`src/rtl/fetch_pkg.sv`:
```
// rtl/fetch_pkg.sv - shared types and constants for the instruction fetch stage
//
// Purpose: common definitions used by fetch_stage and fetch_fifo.
//   XLEN          : architectural register / address width
//   NOP_INSTR     : addi x0, x0, 0 encoding loaded into IF/ID as a bubble
//   fetch_entry_t : one buffered fetch response, {pc, instr}
package fetch_pkg;

  localparam int XLEN = 32;

  localparam logic [31:0] NOP_INSTR = 32'h0000_0013;

  typedef struct packed {
    logic [31:0] pc;
    logic [31:0] instr;
  } fetch_entry_t;

endpackage

```
`src/rtl/fetch_fifo.sv`:
```
// rtl/fetch_fifo.sv - synchronous FIFO buffering fetch responses
//
// Purpose: small power-of-two FIFO of fetch_entry_t between imem and IF/ID.
// Ports:
//   clk, rst   : clock, synchronous active-high reset
//   push       : write push_data (ignored while clear is high)
//   push_data  : entry to write
//   pop        : drop head entry (ignored when empty)
//   clear      : empty the FIFO; wins over push and pop
//   head       : current head entry (valid when !empty)
//   count      : number of stored entries
//   empty/full : status flags
module fetch_fifo
  import fetch_pkg::*;
#(
  parameter int DEPTH = 2,
  parameter int CW    = $clog2(DEPTH) + 1
) (
  input  logic         clk,
  input  logic         rst,
  input  logic         push,
  input  fetch_entry_t push_data,
  input  logic         pop,
  input  logic         clear,
  output fetch_entry_t head,
  output logic [CW-1:0] count,
  output logic         empty,
  output logic         full
);

  localparam int AW = $clog2(DEPTH);

  fetch_entry_t  mem [DEPTH];
  logic [AW-1:0] wr_ptr;
  logic [AW-1:0] rd_ptr;
  logic          do_push;
  logic          do_pop;

  assign empty = (count == '0);
  assign full  = (count == CW'(DEPTH));
  assign head  = mem[rd_ptr];

  assign do_pop  = pop & ~empty;
  // Full with a simultaneous pop still has room for the incoming entry.
  assign do_push = push & (~full | do_pop);

  always_ff @(posedge clk) begin
    if (rst || clear) begin
      wr_ptr <= '0;
      rd_ptr <= '0;
      count  <= '0;
    end else begin
      if (do_push) wr_ptr <= wr_ptr + 1'b1;
      if (do_pop)  rd_ptr <= rd_ptr + 1'b1;
      count <= count + CW'(do_push) - CW'(do_pop);
    end
  end

  // Storage is not reset; the pointers define which entries are live.
  always_ff @(posedge clk) begin
    if (do_push && !clear) mem[wr_ptr] <= push_data;
  end

  // The fetch credit scheme must never push into a full FIFO without a pop.
  always_ff @(posedge clk) begin
    if (!rst && !clear) begin
      assert (!(push && full && !pop));
    end
  end

endmodule

```
`src/rtl/fetch_stage.sv`:
```
// rtl/fetch_stage.sv - RV32I IF stage with response buffer and IF/ID register
//
// Purpose: issues sequential fetches over a valid/ready imem port with
// variable in-order response latency, buffers responses, and loads IF/ID.
// Optional feature macro: FETCH_MISALIGN_CHK_EN (adds FetchMisalign_D).
// Ports:
//   clk, rst                      : clock, synchronous active-high reset
//   En_F, En_D                    : fetch enable / IF/ID update enable
//   BrTaken_E, BrTarget_E         : EX redirect and its target
//   IMemReq_Valid/Ready/Addr      : imem request channel
//   IMemRsp_Valid/Data            : imem response channel
//   Instr_D, PC_D, PCPlus4_D      : IF/ID register contents
//   FetchMisalign_D               : (macro only) misaligned redirect marker
//   Valid_D                       : IF/ID holds a real instruction
module fetch_stage
  import fetch_pkg::*;
#(
  parameter logic [31:0] RESET_PC   = 32'h0000_0000,
  parameter int          FIFO_DEPTH = 2
) (
  input  logic            clk,
  input  logic            rst,
  input  logic            En_F,
  input  logic            En_D,
  input  logic            BrTaken_E,
  input  logic [XLEN-1:0] BrTarget_E,
  output logic            IMemReq_Valid,
  input  logic            IMemReq_Ready,
  output logic [XLEN-1:0] IMemReq_Addr,
  input  logic            IMemRsp_Valid,
  input  logic [XLEN-1:0] IMemRsp_Data,
  output logic [XLEN-1:0] Instr_D,
  output logic [XLEN-1:0] PC_D,
  output logic [XLEN-1:0] PCPlus4_D,
`ifdef FETCH_MISALIGN_CHK_EN
  output logic            FetchMisalign_D,
`endif
  output logic            Valid_D
);

  localparam int CW = $clog2(FIFO_DEPTH) + 1;
  localparam logic [CW:0] DEPTH_L = (CW+1)'(FIFO_DEPTH);

  logic [XLEN-1:0] pc;
  logic [XLEN-1:0] rsp_pc;
  logic [CW-1:0]   in_flight;
  logic [CW-1:0]   in_flight_next;
  logic [CW-1:0]   drop;
  logic [CW-1:0]   fifo_count;
  logic [CW:0]     credit_used;
  logic            fifo_empty;
  logic            fifo_full;
  fetch_entry_t    fifo_head;
  fetch_entry_t    fifo_in;
  logic            accept;
  logic            rsp_drop;
  logic            rsp_push;
  logic            fifo_pop;
  logic            fetch_block;
  logic [XLEN-1:0] br_target;

`ifdef FETCH_MISALIGN_CHK_EN
  logic misalign_pend;
  logic misalign_sent;
  assign br_target   = BrTarget_E;
  assign fetch_block = misalign_pend;
`else
  logic unused_target_lsbs;
  assign unused_target_lsbs = ^BrTarget_E[1:0];
  assign br_target   = {BrTarget_E[XLEN-1:2], 2'b00};
  assign fetch_block = 1'b0;
`endif

  // Outstanding requests plus buffered entries never exceed the FIFO size,
  // so every response (unless dropped) is guaranteed a slot.
  assign credit_used   = {1'b0, in_flight} + {1'b0, fifo_count};
  assign IMemReq_Valid = ~rst & En_F & ~BrTaken_E & ~fetch_block & (credit_used < DEPTH_L);
  assign IMemReq_Addr  = pc;
  assign accept        = IMemReq_Valid & IMemReq_Ready;

  assign rsp_drop = IMemRsp_Valid & (drop != '0);
  assign rsp_push = IMemRsp_Valid & (drop == '0);
  assign in_flight_next = in_flight + CW'(accept) - CW'(IMemRsp_Valid);

  assign fifo_in  = '{pc: rsp_pc, instr: IMemRsp_Data};
  assign fifo_pop = En_D & ~fifo_empty & ~BrTaken_E;

  fetch_fifo #(
    .DEPTH (FIFO_DEPTH),
    .CW    (CW)
  ) u_fifo (
    .clk       (clk),
    .rst       (rst),
    .push      (rsp_push),
    .push_data (fifo_in),
    .pop       (fifo_pop),
    .clear     (BrTaken_E),
    .head      (fifo_head),
    .count     (fifo_count),
    .empty     (fifo_empty),
    .full      (fifo_full)
  );

  logic unused_fifo_full;
  assign unused_fifo_full = fifo_full;

  always_ff @(posedge clk) begin
    if (rst) begin
      pc        <= RESET_PC;
      rsp_pc    <= RESET_PC;
      in_flight <= '0;
      drop      <= '0;
      Instr_D   <= NOP_INSTR;
      PC_D      <= '0;
      PCPlus4_D <= '0;
      Valid_D   <= 1'b0;
`ifdef FETCH_MISALIGN_CHK_EN
      misalign_pend   <= 1'b0;
      misalign_sent   <= 1'b0;
      FetchMisalign_D <= 1'b0;
`endif
    end else begin
      in_flight <= in_flight_next;
      if (BrTaken_E) begin
        // Everything still owed by imem belongs to the wrong path.
        pc      <= br_target;
        rsp_pc  <= br_target;
        drop    <= in_flight_next;
        Instr_D <= NOP_INSTR;
        Valid_D <= 1'b0;
`ifdef FETCH_MISALIGN_CHK_EN
        misalign_pend   <= |BrTarget_E[1:0];
        misalign_sent   <= 1'b0;
        FetchMisalign_D <= 1'b0;
`endif
      end else begin
        if (accept)   pc     <= pc + 32'd4;
        if (rsp_drop) drop   <= drop - 1'b1;
        if (rsp_push) rsp_pc <= rsp_pc + 32'd4;
        if (En_D) begin
          if (!fifo_empty) begin
            Instr_D   <= fifo_head.instr;
            PC_D      <= fifo_head.pc;
            PCPlus4_D <= fifo_head.pc + 32'd4;
            Valid_D   <= 1'b1;
`ifdef FETCH_MISALIGN_CHK_EN
          end else if (misalign_pend && !misalign_sent) begin
            // pc still holds the misaligned target: nothing was issued since.
            Instr_D         <= NOP_INSTR;
            PC_D            <= pc;
            PCPlus4_D       <= pc + 32'd4;
            Valid_D         <= 1'b1;
            FetchMisalign_D <= 1'b1;
            misalign_sent   <= 1'b1;
`endif
          end else begin
            Instr_D <= NOP_INSTR;
            Valid_D <= 1'b0;
          end
        end
      end
    end
  end

endmodule
```
`config.mk`:
```
export PLATFORM = sky130hd
export DESIGN_NAME = fetch_stage
export DESIGN_NICKNAME = d
export VERILOG_FILES = /design/src/rtl/fetch_pkg.sv /design/src/rtl/fetch_fifo.sv /design/src/rtl/fetch_stage.sv
export SDC_FILE = /design/constraint.sdc
export NUM_CORES = 1
export LEC_CHECK = 0
export BUFFER_PORTS_ARGS = -buffer_cell sky130_fd_sc_hd__buf_4
export CORE_MARGIN = 8
export CORE_UTILIZATION = 50
export CTS_CLUSTER_SIZE = 14
export DETAILED_ROUTE_END_ITERATION = 10
export GPL_ROUTABILITY_DRIVEN = 0
export PLACE_DENSITY = 0.84
export REMOVE_ABC_BUFFERS = 1
export SYNTH_ARGS = -nofsm -noshare
export SYNTH_HDL_FRONTEND = slang
export SYNTH_SLANG_ARGS = --single-unit
```
`constraint.sdc`:
```
create_clock -name clk -period 21 [get_ports clk]
set_input_delay 4.2 -clock clk [delete_from_list [all_inputs] [get_ports clk]]
set_output_delay 4.2 -clock clk [all_outputs]
set_load 0.03 [all_outputs]
```
=== Word level (Yosys, flattened, before mapping) ===
Memories as Yosys holds them, arrays and structs flattened. A register that Yosys moved wholly into a read port is not among the register bits.
Index checks and enable logic that the tools add are counted.

* Bits in writable memories: 128
* Memories: 1
* Register bits after elaboration: 169
* Output and inout port bits: 130
* Input bits: 71

* Reductions and logical operators: 11
* Multiplexer cells: 12
* $add $sub $neg: 11
* Equality and inequality tests: 1
* Bitwise operators: 15
* Order comparisons: 1

{| class="wikitable"
|+ Memory list
! memory !! words !! width !! rd ports !! clocked after memory_dff !! write ports !! RTL line !! source
|-
| u_fifo.mem || 2 || 64 || 1 || 1 || 1 || fetch_fifo.sv:33 || <nowiki>fetch_entry_t mem [DEPTH];</nowiki>
|}

{| class="wikitable"
|+ Operators by type and width
! cell !! number
|-
| $mux W32 || 5
|-
| $add A32 B3 Y32 const B || 3
|-
| $and A1 B1 Y1 || 10
|-
| $reduce_bool A2 Y1 || 4
|-
| $mux W1 || 5
|-
| $add A2 B1 Y2 || 2
|-
| $logic_not A2 Y1 || 2
|-
| $mux W2 || 2
|-
| $not A1 Y1 || 4
|-
| $sub A2 B1 Y2 || 2
|-
| $add A2 B2 Y3 || 1
|-
| $lt A3 B2 Y1 const B || 1
|-
| $reduce_and A3 Y1 || 1
|-
| $add A1 B1 Y1 const B || 2
|-
| $eq A2 B2 Y1 const B || 1
|-
| $reduce_or A2 Y1 || 1
|-
| $sub A2 B1 Y2 const B || 1
|-
| $logic_and A1 B1 Y1 || 1
|-
| $logic_not A1 Y1 || 1
|-
| $logic_or A1 B1 Y1 || 1
|-
| $or A1 B1 Y1 || 1
|}

=== Depth between registers and ports, before layout ===
Gate-level depths: netlist of the first run.

* Depth in word-level cells: 10
* Mapped depth: 15

=== Cells and area by module ===
From an unflattened synthesis of the first run, not the netlist that was laid out.

* Cell total of the unflattened synthesis: 1,171
* Area, all modules: 12,607.1 um^2

{| class="wikitable"
|+ By module, submodules not included
! module !! area an instance (um^2) !! sequential area each (um^2) !! times used !! cells each
|-
| fetch_stage || 7,757.4 || 3,183.1 || 1 || 942
|-
| fetch_fifo || 4,849.7 || 3,943.8 || 1 || 229
|}

=== Least setup slack after synthesis of the first run ===
Ideal clock, no wire load.

* Path kind: input to register
* Start: in BrTaken_E
* End: mem u_fifo.mem[1][0] in the netlist's numbering (enable)
* Buffers on the path: 3
* Arrival time: 11,248 ps
* Required time: 20,343 ps
* Path slack: 9,095 ps
* Cell stages on the path: 4
* Path through: buf_2 > clkbuf_1 > buf_1 > nor4b_1

* Longest elaborated chain between the ends: 8
* Elaborated cells on any way between the ends: 9

{| class="wikitable"
|+ Ends and longest elaborated chain
! what !! RTL line !! source
|-
| from (decl) || fetch_stage.sv:25 || <nowiki>input logic BrTaken_E,</nowiki>
|-
| $not A1 Y1 (no line) || - ||
|-
| $and A1 B1 Y1 || fetch_stage.sv:86 || <nowiki>assign fifo_pop = En_D & ~fifo_empty & ~BrTaken_E;</nowiki>
|-
| $and A1 B1 Y1 || fetch_fifo.sv:43 || <nowiki>assign do_pop = pop & ~empty;</nowiki>
|-
| $or A1 B1 Y1 || fetch_fifo.sv:45 || <nowiki>assign do_push = push & (~full | do_pop);</nowiki>
|-
| $and A1 B1 Y1 || fetch_fifo.sv:45 ||
|-
| $logic_and A1 B1 Y1 * || fetch_fifo.sv:61 || <nowiki>if (do_push && !clear) mem[wr_ptr] <= push_data;</nowiki>
|-
| $mux W1 * || fetch_fifo.sv:61 ||
|-
| $mux W1 (implied by the code) * || fetch_fifo.sv:61 ||
|-
| to (decl) || fetch_fifo.sv:33 ||
|}

Mark *: on every way between the ends. The rest lies on a longest branch, timed or not.

=== Worst setup path in the final report of the first run ===
* Start: in BrTaken_E
* End: out IMemReq_Valid

* Longest elaborated chain between the ends: 3

{| class="wikitable"
|+ Ends and longest elaborated chain
! what !! RTL line !! source
|-
| $not A1 Y1 (no line) || - ||
|-
| $and A1 B1 Y1 (2 in series) || fetch_stage.sv:77 || <nowiki>assign IMemReq_Valid = ~rst & En_F & ~BrTaken_E & ~fetch_block & (credit_used < DEPTH_L);</nowiki>
|-
| to (decl) || fetch_stage.sv:27 || <nowiki>output logic IMemReq_Valid,</nowiki>
|}

Every way passes these cells.

==> impl_metrics.csv, run 1 <==
group,metric,value,unit
clock_tree,cts_buffers,29,
worst_setup_path,critPathRequiredTime,16800,ps
power_and_ir_drop,seq_power_share,0.482,
sta,rsz0062_at_grt,"false",
logic_synthesis,netlist_instances,1211,
clock_tree,post_cts_buffers,0,
power_and_ir_drop,sw_frac_of_total,0.237,
worst_setup_path,startpoint,"BrTaken_E",
flow_run,cap_violations,0,
sta,fin_tns_setup,0,ps
power_and_ir_drop,power_switching,0.309,mW
sta,finalHoldViolCount,0,
cells_and_area,final_nets,1449,
clock_tree,clkLatencyLatePin,540,ps
route,drt_wl_total,31400,µm
route,detail-route-antenna-nets,0,
logic_synthesis,ys_types,71,
floorplanning,die_w,175,µm
floorplanning,initial_core_util,0.505,
worst_setup_path,cp.arrival,5380,ps
floorplanning,ios,201,
hold_path,hold_class,"reg -> reg",
clock_tree,root_buffer,"clkbuf_16",
global_route,antenna_found_initial,0,
floorplanning,num_rows,58,
logic_synthesis,synthTopCellsByCount,"dfxtp_1, nor2_1, edfxtp_1, nand2_1, a21oi_1",
worst_setup_path,endpoint_kind,"primary output",
cells_and_area,drive_gt1_frac,0.207,
floorplanning,core_area,25000,µm²
sta,period_needed,9580,ps
route,viasPerCell,5.73,
hold_path,hp-start,"PCPlus4_D[3]",
route,routed-via-count,9875,
clock_tree,cts.sinks,286,
logic_synthesis,syn_area_per_cell,10.4,µm²
route,drt_pass1_iterations,5,
sta,hold_ws,457,ps
power_and_ir_drop,p_leak,5.51,nW
logic_synthesis,synthesis.area,12600,µm²
global_route,grt_max_degree,83,
route,drc_errors,0,
worst_setup_path,crit_fanout,63,
sta,clock.fmax,104,MHz
cells_and_area,nFillCells,1978,
status,status,"complete, no violations",
sta,tightest_slew,1220,ps
logic_synthesis,yosys.area.top_type_share,0.295,
logic_synthesis,ys_warn_count,0,
clock_tree,clockBufferDepth,3,
global_route,grt_overflow,0,
clock_tree,h-tree-depth,1,
clock_tree,ctsHoldBuffers,0,
logic_synthesis,synth_seq_cells,286,
floorplanning,die_h,175,µm
cells_and_area,diodes,0,
global_route,grt_pass1_vias,9612,
clock_tree,ctsResizeCount,0,
logic_synthesis,yosysSeqAreaShare,0.552,
cells_and_area,finish.utilization,0.610,
placement,dpl.hpwl,21300,µm
clock_tree,clk_pin_slew_worst_paths,60,ps
logic_synthesis,synth-edff-count,124,
power_and_ir_drop,power_density,85.5,nW/µm²
logic_synthesis,netlist_top_cells_area,"edfxtp_1, dfxtp_1, mux2i_1",
power_and_ir_drop,p_int,0.994,mW
placement,io_buffer_count,192,
sta,fin_skew,8.54,ps
worst_setup_path,start_kind,"primary input",
sta,finalSetupViolations,0,
clock_tree,cts_tree,"yes",
sta,finalCritPeriodShare,0.456,
global_route,grt_usage,0.196,
power_and_ir_drop,comb_power_share,0.096,
global_route,grt_pass1_wl,50100,µm
placement,placedCellCount,1668,
floorplanning,dieArea,30600,µm²
route,wl_per_cell,18.2,µm
logic_synthesis,synth_async_sr_flop_share,0,
worst_setup_path,criticalPathCategory,"in -> out",
logic_synthesis,yosysMostFrequentCell,"dfxtp_1",
cells_and_area,layout.cells.non_filler,1722,
logic_synthesis,synth_area_leader_cell,"edfxtp_1",
logic_synthesis,yosys_most_used_dff,"dfxtp_1",
sta,slew_viol_final,0,
route,drtIter0Drc,658,
cells_and_area,area_delta_synth_final,20.8,%
power_and_ir_drop,vdd_ir_drop_max,0.0566,mV
sta,relSlewSlack,0.185,
power_and_ir_drop,clkPwrFrac,0.422,
==> critical path: stages <==
cell and delay (ps):
buf_4 500, nor2_1 240, and2_1 220, buf_4 160
==> routing by layer <==
| layer | track usage | routed length (µm) | vias up |
|---|---|---|---|
| met5 | 0 | 0 | - |
| met4 | 0.0880 | 1230 | 0 |
| met3 | 0.0302 | 1930 | 81 |
| met2 | 0.319 | 14800 | 382 |
| met1 | 0.254 | 13400 | 4629 |
| li1 | - | - | 4783 |
==> per-stage QoR <==
step / total power, mW / setup slack, ps / cell area (µm²)
floorplan: 0.711 / 8830 / 12200
CTS: 1.31 / 11430 / 15200
detailed placement: 0.764 / 11430 / 14200
global route: 1.35 / 11330 / 15200
finish: 1.30 / 11420 / 15200
global placement: 0.758 / 11440 / 14200
==> logic make-up after synthesis <==
family / Yosys count / synth area share
xor gates and xnor gates: 34 / 0.0236
muxes: 76 / 0.0617
DFF: 286 / 0.552
buffers and inverters: 97 / 0.0361
and+or+nand+nor: 468 / 0.192
other: 1 / 0.000297
AOI/OAI and AO/OA: 240 / 0.124
adders and majority gates: 9 / 0.00952
==> layout make-up <==
type	instances	area, µm²	area share
clock buffers	41	836	0.0549
clock inverters	13	200	0.0131
inverters	14	52.6	0.00345
multi-input cells	833	5220	0.343
flip-flops and latches	286	6970	0.458
well taps	330	413	0.0271
repair buffers	205	1540	0.101
==> final timing paths <==
check                                     end  slack (ps)  cells past startpoint
worst min register to register   PCPlus4_D[3]         460                      2
worst max register to register  PCPlus4_D[26]       17280                      8
worst max-delay path            IMemReq_Valid       11420                      4
worst min-delay path             PCPlus4_D[3]         460                      2
==> power by group through the flow <==
stage                     Combinational [mW]  Sequential [mW]  Clock (mW)
after floorplan                       0.0595            0.652           0
after global placement                 0.121            0.637           0
after detailed placement               0.125            0.639           0
after CTS                              0.126            0.627       0.559
after global routing                   0.137            0.630       0.579
final                                  0.125            0.627       0.549
==> placed cells by master, fill, tap and decap left out, drive strengths merged, types with 7 or more instances in the layout <==
cell type	n
dfxtp	162
inv	15
mux2	14
nand2	90
nand4	29
edfxtp	124
xor2	12
nor3b	10
and4	13
nor2b	9
clkbuf	41
a21oi	80
a211oi	36
and2	12
nand3b	35
a31oi	29
nor3	35
xnor2	22
o21ai	35
nand3	32
and3	16
ha	8
buf	205
nor2	154
or4	7
or3	10
mux2i	62
a22oi	12
==> sequential cells by signal, indices dropped and copies added (netlist names), 30 cells and up, named ones only <==
register / count
rsp_pc: 30
IMemReq_Addr: 30
PC_D: 30
u_fifo.mem: 124
PCPlus4_D: 30
Instr_D: 32
Note: power is estimated with default switching activity, not from simulation.
==> run 2: changes to the inputs <==
--- a/config.mk
+++ b/config.mk
@@ -11,7 +11,7 @@
 export CTS_CLUSTER_SIZE = 14
 export DETAILED_ROUTE_END_ITERATION = 10
 export GPL_ROUTABILITY_DRIVEN = 0
-export PLACE_DENSITY = 0.84
+export PLACE_DENSITY = 0.87
 export REMOVE_ABC_BUFFERS = 1
 export SYNTH_ARGS = -nofsm -noshare
 export SYNTH_HDL_FRONTEND = slang
==> constraint.sdc (replaced) <==
create_clock -name clk -period 8.7 [get_ports clk]
set_input_delay 1.74 -clock clk [delete_from_list [all_inputs] [get_ports clk]]
set_output_delay 1.74 -clock clk [all_outputs]
set_load 0.03 [all_outputs]
==> impl_metrics.csv, run 2 (synthesis results as in run 1) <==
group,metric,value,unit
status,status,"complete, no violations",
cells_and_area,regMostFlops,"u_fifo.mem",
worst_setup_path,cp.arrival,2950,ps
power_and_ir_drop,comb_power_share,0.100,
cells_and_area,finish.utilization,0.606,
route,detail-route-antenna-nets,0,
power_and_ir_drop,fin_total_pwr,3.04,mW
floorplanning,core_area,25000,µm²
sta,hold_ws,452,ps
sta,fin_skew,15.9,ps
route,routed-via-count,9907,
floorplanning,die_h,175,µm
global_route,antenna_found_initial,0,
global_route,grt_pass1_vias,9577,
cells_and_area,final_cell_mix,"buf_4, dfxtp_1, nor2_1",
global_route,grt_pass1_wl,50200,µm
sta,tightest_slew,1330,ps
global_route,grt-busiest-layer,"met2",
power_and_ir_drop,vdd_ir_drop_max,0.122,mV
clock_tree,clockBufferDepth,3,
route,drc_errors,0,
clock_tree,post_cts_buffers,0,
hold_path,hold_depth,2,
sta,relSlewSlack,0.111,
power_and_ir_drop,power_density,201,nW/µm²
floorplanning,dieArea,30600,µm²
cells_and_area,drive_gt1_frac,0.203,
sta,finalHoldViolCount,0,
hold_path,whs_endpoint,"PCPlus4_D[12]",
cells_and_area,largest_register_ffs,124,
worst_setup_path,reg2reg_to,"PCPlus4_D[27]",
power_and_ir_drop,p_leak,5.46,nW
flow_run,cap_violations,0,
power_and_ir_drop,power_switching,0.744,mW
placement,dp_slack,4030,ps
cells_and_area,layout.cells.most_common,"buf_4",
global_route,use_met3,0.0300,
cells_and_area,largestRegisters,"u_fifo.mem (124), Instr_D (32)",
sta,rsz0062_at_grt,"false",
clock_tree,cts_tree,"yes",
hold_path,hp-start,"PCPlus4_D[12]",
worst_setup_path,r2r_cells,6,
placement,io_buffer_count,192,
clock_tree,cts_buffers,28,
global_route,grt.met2_usage,0.331,
power_and_ir_drop,seq_power_share,0.498,
route,wl_per_cell,18.6,µm
sta,period_needed,4690,ps
floorplanning,ios,201,
power_and_ir_drop,clkPwrFrac,0.402,
global_route,met1_usage,0.255,
clock_tree,ctsHoldBuffers,0,
worst_setup_path,crit_fanout,63,
sta,clock.fmax,213,MHz
worst_setup_path,critPathRequiredTime,6960,ps
route,drt_pass1_iterations,5,
worst_setup_path,endpoint_kind,"primary output",
cells_and_area,diodes,0,
placement,placedCellCount,1666,
global_route,grt_max_degree,86,
worst_setup_path,criticalPathCategory,"in -> out",
cells_and_area,area_delta_synth_final,20.0,%
placement,dpl.hpwl,21800,µm
floorplanning,initial_core_util,0.505,
clock_tree,h-tree-depth,1,
clock_tree,root_buffer,"clkbuf_16",
global_route,grt_overflow,0,
route,drt_wl_total,32000,µm
hold_path,hold_class,"reg -> reg",
route,drtIter0Drc,893,
worst_setup_path,start_kind,"primary input",
floorplanning,die_w,175,µm
sta,slew_viol_final,0,
clock_tree,clkLatencyLatePin,540,ps
worst_setup_path,r2r_slack,4890,ps
power_and_ir_drop,p_int,2.30,mW
cells_and_area,layout.cells.non_filler,1718,
global_route,grt_usage,0.199,
sta,finalCritPeriodShare,0.539,
sta,finalSetupViolations,0,
cells_and_area,final_nets,1446,
power_and_ir_drop,sw_frac_of_total,0.244,
sta,postLayoutSetupSlackWorst,4010,ps
clock_tree,ctsResizeCount,0,
clock_tree,clk_pin_slew_worst_paths,60,ps
clock_tree,cts.sinks,286,
floorplanning,num_rows,58,
route,viasPerCell,5.77,
[run 2: cell count changes in the layout (fill, tap and decap cells not counted), sizes merged]
cell / previous run / this run
inv: 15 / 14
clkbuf: 41 / 44
clkinvlp: 1 / 0
bufinv: 5 / 1
clkinv: 6 / 7
buf: 205 / 203
[run 2: per-stage QoR]
step	cell area [µm²]	TNS [ps]
2_1_floorplan	12200	-76770
4_1_cts	15100	0
5_1_grt	15100	0
3_3_place_gp	14200	0
3_5_place_dp	14200	0
6_report	15100	0
[run 2: worst max-delay path by stage]
stage	start	endpoint	slack, ps	cells after the start
after detailed placement	BrTaken_E	IMemReq_Valid	4030	4
after global placement	BrTaken_E	IMemReq_Valid	4060	4
after CTS	BrTaken_E	IMemReq_Valid	4040	4
after floorplan	En_D	u_fifo.mem[0][0]	-1010	5
after global routing	BrTaken_E	IMemReq_Valid	3950	4
final	BrTaken_E	IMemReq_Valid	4010	4
[run 2: cell type report]
class                   count  area (µm²)
fillers                  1980        9830
flip-flops and latches    286        6970
multi-input cells         833        5220
repair buffers            203        1520
clock buffers              44         876
well taps                 330         413
clock inverters             8        78.8
inverters                  14        52.6
[run 2: critical path, cell delays in order]
cell and delay (ps):
buf_4 520, nor2_1 250, and2_1 220, buf_4 170
[run 2: layer usage]
metal | up-vias | wire (µm)
met4 | 0 | 1070
met2 | 361 | 15500
met3 | 66 | 1840
met1 | 4704 | 13700
met5 | - | 0
li1 | 4776 | -
[run 2: power groups by stage]
stage | Combinational, mW | Clock (mW) | Sequential (mW)
after CTS | 0.304 | 1.24 | 1.51
after global routing | 0.330 | 1.29 | 1.52
after floorplan | 0.144 | 0 | 1.57
after detailed placement | 0.302 | 0 | 1.54
after global placement | 0.292 | 0 | 1.54
final | 0.305 | 1.22 | 1.52
==> run 3: changes to the inputs <==
--- a/config.mk
+++ b/config.mk
@@ -5,13 +5,14 @@
 export SDC_FILE = /design/constraint.sdc
 export NUM_CORES = 1
 export LEC_CHECK = 0
+export ABC_AREA = 1
 export BUFFER_PORTS_ARGS = -buffer_cell sky130_fd_sc_hd__buf_4
 export CORE_MARGIN = 8
 export CORE_UTILIZATION = 50
 export CTS_CLUSTER_SIZE = 14
 export DETAILED_ROUTE_END_ITERATION = 10
 export GPL_ROUTABILITY_DRIVEN = 0
-export PLACE_DENSITY = 0.87
+export PLACE_DENSITY = 0.86
 export REMOVE_ABC_BUFFERS = 1
 export SYNTH_ARGS = -nofsm -noshare
 export SYNTH_HDL_FRONTEND = slang
==> constraint.sdc (replaced) <==
create_clock -name clk -period 4 [get_ports clk]
set_input_delay 0.8 -clock clk [delete_from_list [all_inputs] [get_ports clk]]
set_output_delay 0.8 -clock clk [all_outputs]
set_load 0.03 [all_outputs]
==> impl_metrics.csv, run 3 <==
group,metric,value,unit
status,status,"complete, no violations",
logic_synthesis,synth_area_leader_cell,"edfxtp_1",
floorplanning,die_h,178,µm
power_and_ir_drop,power_density,426,nW/µm²
sta,finalHoldViolCount,0,
sta,clock.fmax,354,MHz
sta,fin_skew,14.5,ps
clock_tree,cts_tree,"yes",
worst_setup_path,worst-path-stages,15,
hold_path,hold_class,"in -> reg",
sta,finalSetupViolations,0,
route,drc_errors,0,
worst_setup_path,r2r_cells,15,
logic_synthesis,ys_types,44,
route,wl_per_cell,16.4,µm
placement,io_buffer_count,192,
logic_synthesis,synthTopCellsByCount,"nand2_1, dfxtp_1, inv_1, nor2_1, edfxtp_1",
logic_synthesis,netlist_instances,1653,
clock_tree,h-tree-depth,1,
worst_setup_path,criticalPathCategory,"reg -> reg",
floorplanning,num_rows,59,
worst_setup_path,critical-path-slowest-cell,"fa_1",
logic_synthesis,yosys_most_used_dff,"dfxtp_1",
sta,relSlewSlack,0.191,
placement,dpl.hpwl,24800,µm
global_route,grt_pass1_wl,55900,µm
logic_synthesis,synthesis.area,13200,µm²
logic_synthesis,synthSimpleGateAreaFrac,0.286,
logic_synthesis,synth_mux_area_frac,0,
worst_setup_path,crit_family,"adder cells",
route,routed-via-count,11900,
worst_setup_path,reg2reg_to,"drop[1]",
logic_synthesis,synth_xor_area_frac,0.0113,
clock_tree,clk_pin_slew_worst_paths,60,ps
floorplanning,die_w,178,µm
logic_synthesis,synth_top_family_by_area,"simple AND/OR/NAND/NOR gates",
global_route,grt_usage,0.215,
logic_synthesis,synth_async_sr_flop_share,0,
route,drt_pass1_iterations,7,
logic_synthesis,synth-compound-area-share,0.0923,
logic_synthesis,netlist_top_cells_area,"edfxtp_1, dfxtp_1, nand2_1",
worst_setup_path,path_cells,"nand2_1 > inv_1 > fa_1 > nor2_1 > nand2_1 > nor2_2 > nand2_1 > ha_1 > inv_1 > ha_1 > xor2_1 > nand2_1 > nand2_1 > nor2_1 > a22o_1",
cells_and_area,regMostFlops,"u_fifo.mem",
clock_tree,ctsResizeCount,0,
route,drt_wl_total,35700,µm
worst_setup_path,setup.worst_path.end,"drop[1]",
floorplanning,dieArea,31800,µm²
logic_synthesis,ys_warn_count,0,
global_route,grt_overflow,0,
worst_setup_path,reg2reg_from,"u_fifo.count[0]",
sta,period_needed,2820,ps
power_and_ir_drop,vdd_ir_drop_max,0.282,mV
worst_setup_path,critPathRequiredTime,4420,ps
flow_run,cap_violations,0,
clock_tree,post_cts_buffers,0,
logic_synthesis,yosys.area.top_type_share,0.283,
placement,postPlaceCellArea,14800,µm²
cells_and_area,fin_area,15800,µm²
route,drtIter0Drc,1136,
global_route,antenna_found_initial,0,
worst_setup_path,cp.arrival,3240,ps
worst_setup_path,cpPeakStageDelay,410,ps
logic_synthesis,yosysSeqAreaShare,0.530,
worst_setup_path,endpoint_kind,"register",
clock_tree,ctsHoldBuffers,0,
route,viasPerCell,5.46,
cells_and_area,drive_gt1_frac,0.171,
clock_tree,clockBufferDepth,3,
clock_tree,cts_buffers,29,
cells_and_area,final_nets,1903,
clock_tree,clkLatencyLatePin,530,ps
cells_and_area,layout.cells.most_common,"nand2_1",
worst_setup_path,start_kind,"register",
cells_and_area,finish.utilization,0.611,
sta,rsz0062_at_grt,"false",
sta,finalCritPeriodShare,0.705,
floorplanning,initial_core_util,0.508,
worst_setup_path,r2r_slack,1180,ps
global_route,grt_max_degree,63,
global_route,grt_pass1_vias,11400,
floorplanning,ios,201,
cells_and_area,diodes,0,
logic_synthesis,synth-edff-count,124,
clock_tree,root_buffer,"clkbuf_16",
logic_synthesis,synth_seq_cells,286,
cells_and_area,area_delta_synth_final,20.3,%
worst_setup_path,startpoint,"u_fifo.count[0]",
hold_path,hold_depth,1,
worst_setup_path,path_buf_inv,2,
logic_synthesis,syn_area_per_cell,7.96,µm²
cells_and_area,largest_register_ffs,124,
power_and_ir_drop,p_leak,6.73,nW
worst_setup_path,crit_fanout,11,
cells_and_area,largestRegisters,"u_fifo.mem (124), Instr_D (32)",
clock_tree,cts.sinks,286,
logic_synthesis,synthAdderAreaFrac,0.00913,
logic_synthesis,yosysMostFrequentCell,"nand2_1",
sta,slew_viol_final,0,
sta,tightest_slew,1210,ps
cells_and_area,final_cell_mix,"nand2_1, buf_4, dfxtp_1",
floorplanning,core_area,25900,µm²
worst_setup_path,crit_top_cell,"nand2_1",
route,detail-route-antenna-nets,0,
run 3: how the worst min path moves through the flow:
stage	start	endpoint	slack, ps
after floorplan	drop[0]	drop[0]	440
after global placement	u_fifo.rd_ptr	register	450
after detailed placement	PC_D[25]	PC_D[25]	460
after CTS	IMemRsp_Data[3]	u_fifo.mem[0][3]	440
after global routing	IMemRsp_Data[27]	u_fifo.mem[0][27]	440
final	IMemRsp_Data[3]	u_fifo.mem[0][3]	460
run 3: cell type report:
cell class | instances | area [µm²]
Clock buffer | 40 | 860
Clock inverter | 13 | 153
Fill cell | 2124 | 10100
Inverter | 154 | 586
Multi-Input combinational cell | 1148 | 5280
Sequential cell | 286 | 6970
Tap cell | 335 | 419
Timing Repair Buffer | 204 | 1560
run 3: cell families after synthesis:
kind of cell | count (synthesis)
compound gates | 224
flops | 286
xor+xnor | 17
buf+inv | 224
fa+ha+maj | 9
simple gates | 892
other cells | 1
run 3: per-stage QoR:
| stage | cells | setup slack (ps) | hold WS, ps | total power, mW | TNS [ps] |
|---|---|---|---|---|---|
| 6_report | 2180 | 1180 | 458 | 6.74 | 0 |
| 5_1_grt | 2180 | 972 | 436 | 6.95 | 0 |
| 4_1_cts | 2180 | 1180 | 436 | 6.76 | 0 |
| 3_5_place_dp | 2127 | 846 | 456 | 3.96 | 0 |
| 3_3_place_gp | 2127 | 929 | 445 | 3.93 | 0 |
| 2_1_floorplan | 1588 | -3540 | 440 | 3.68 | -341760 |
run 3: worst register-to-register path, delay by kind of cell, from the launching register on:
family                     cells  cell delay (ps)
AOI/OAI and AO/OA              1              170
xor gates and xnor gates       1              180
adders and majority gates      3              980
buffers and inverters          2              110
DFF                            1              370
and+or+nand+nor                8              890
run 3: power by group:
group          internal, mW  leakage (nW)  switching, mW
clock                  1.70         0.498           1.13
combinational         0.213          3.76          0.439
sequential             3.17          2.47         0.0937
run 3: metal layers:
layer,global-route usage,wire (µm)
met1,0.270,14200
met2,0.356,16500
met5,0,0
met4,0.104,1600
met3,0.0351,3430
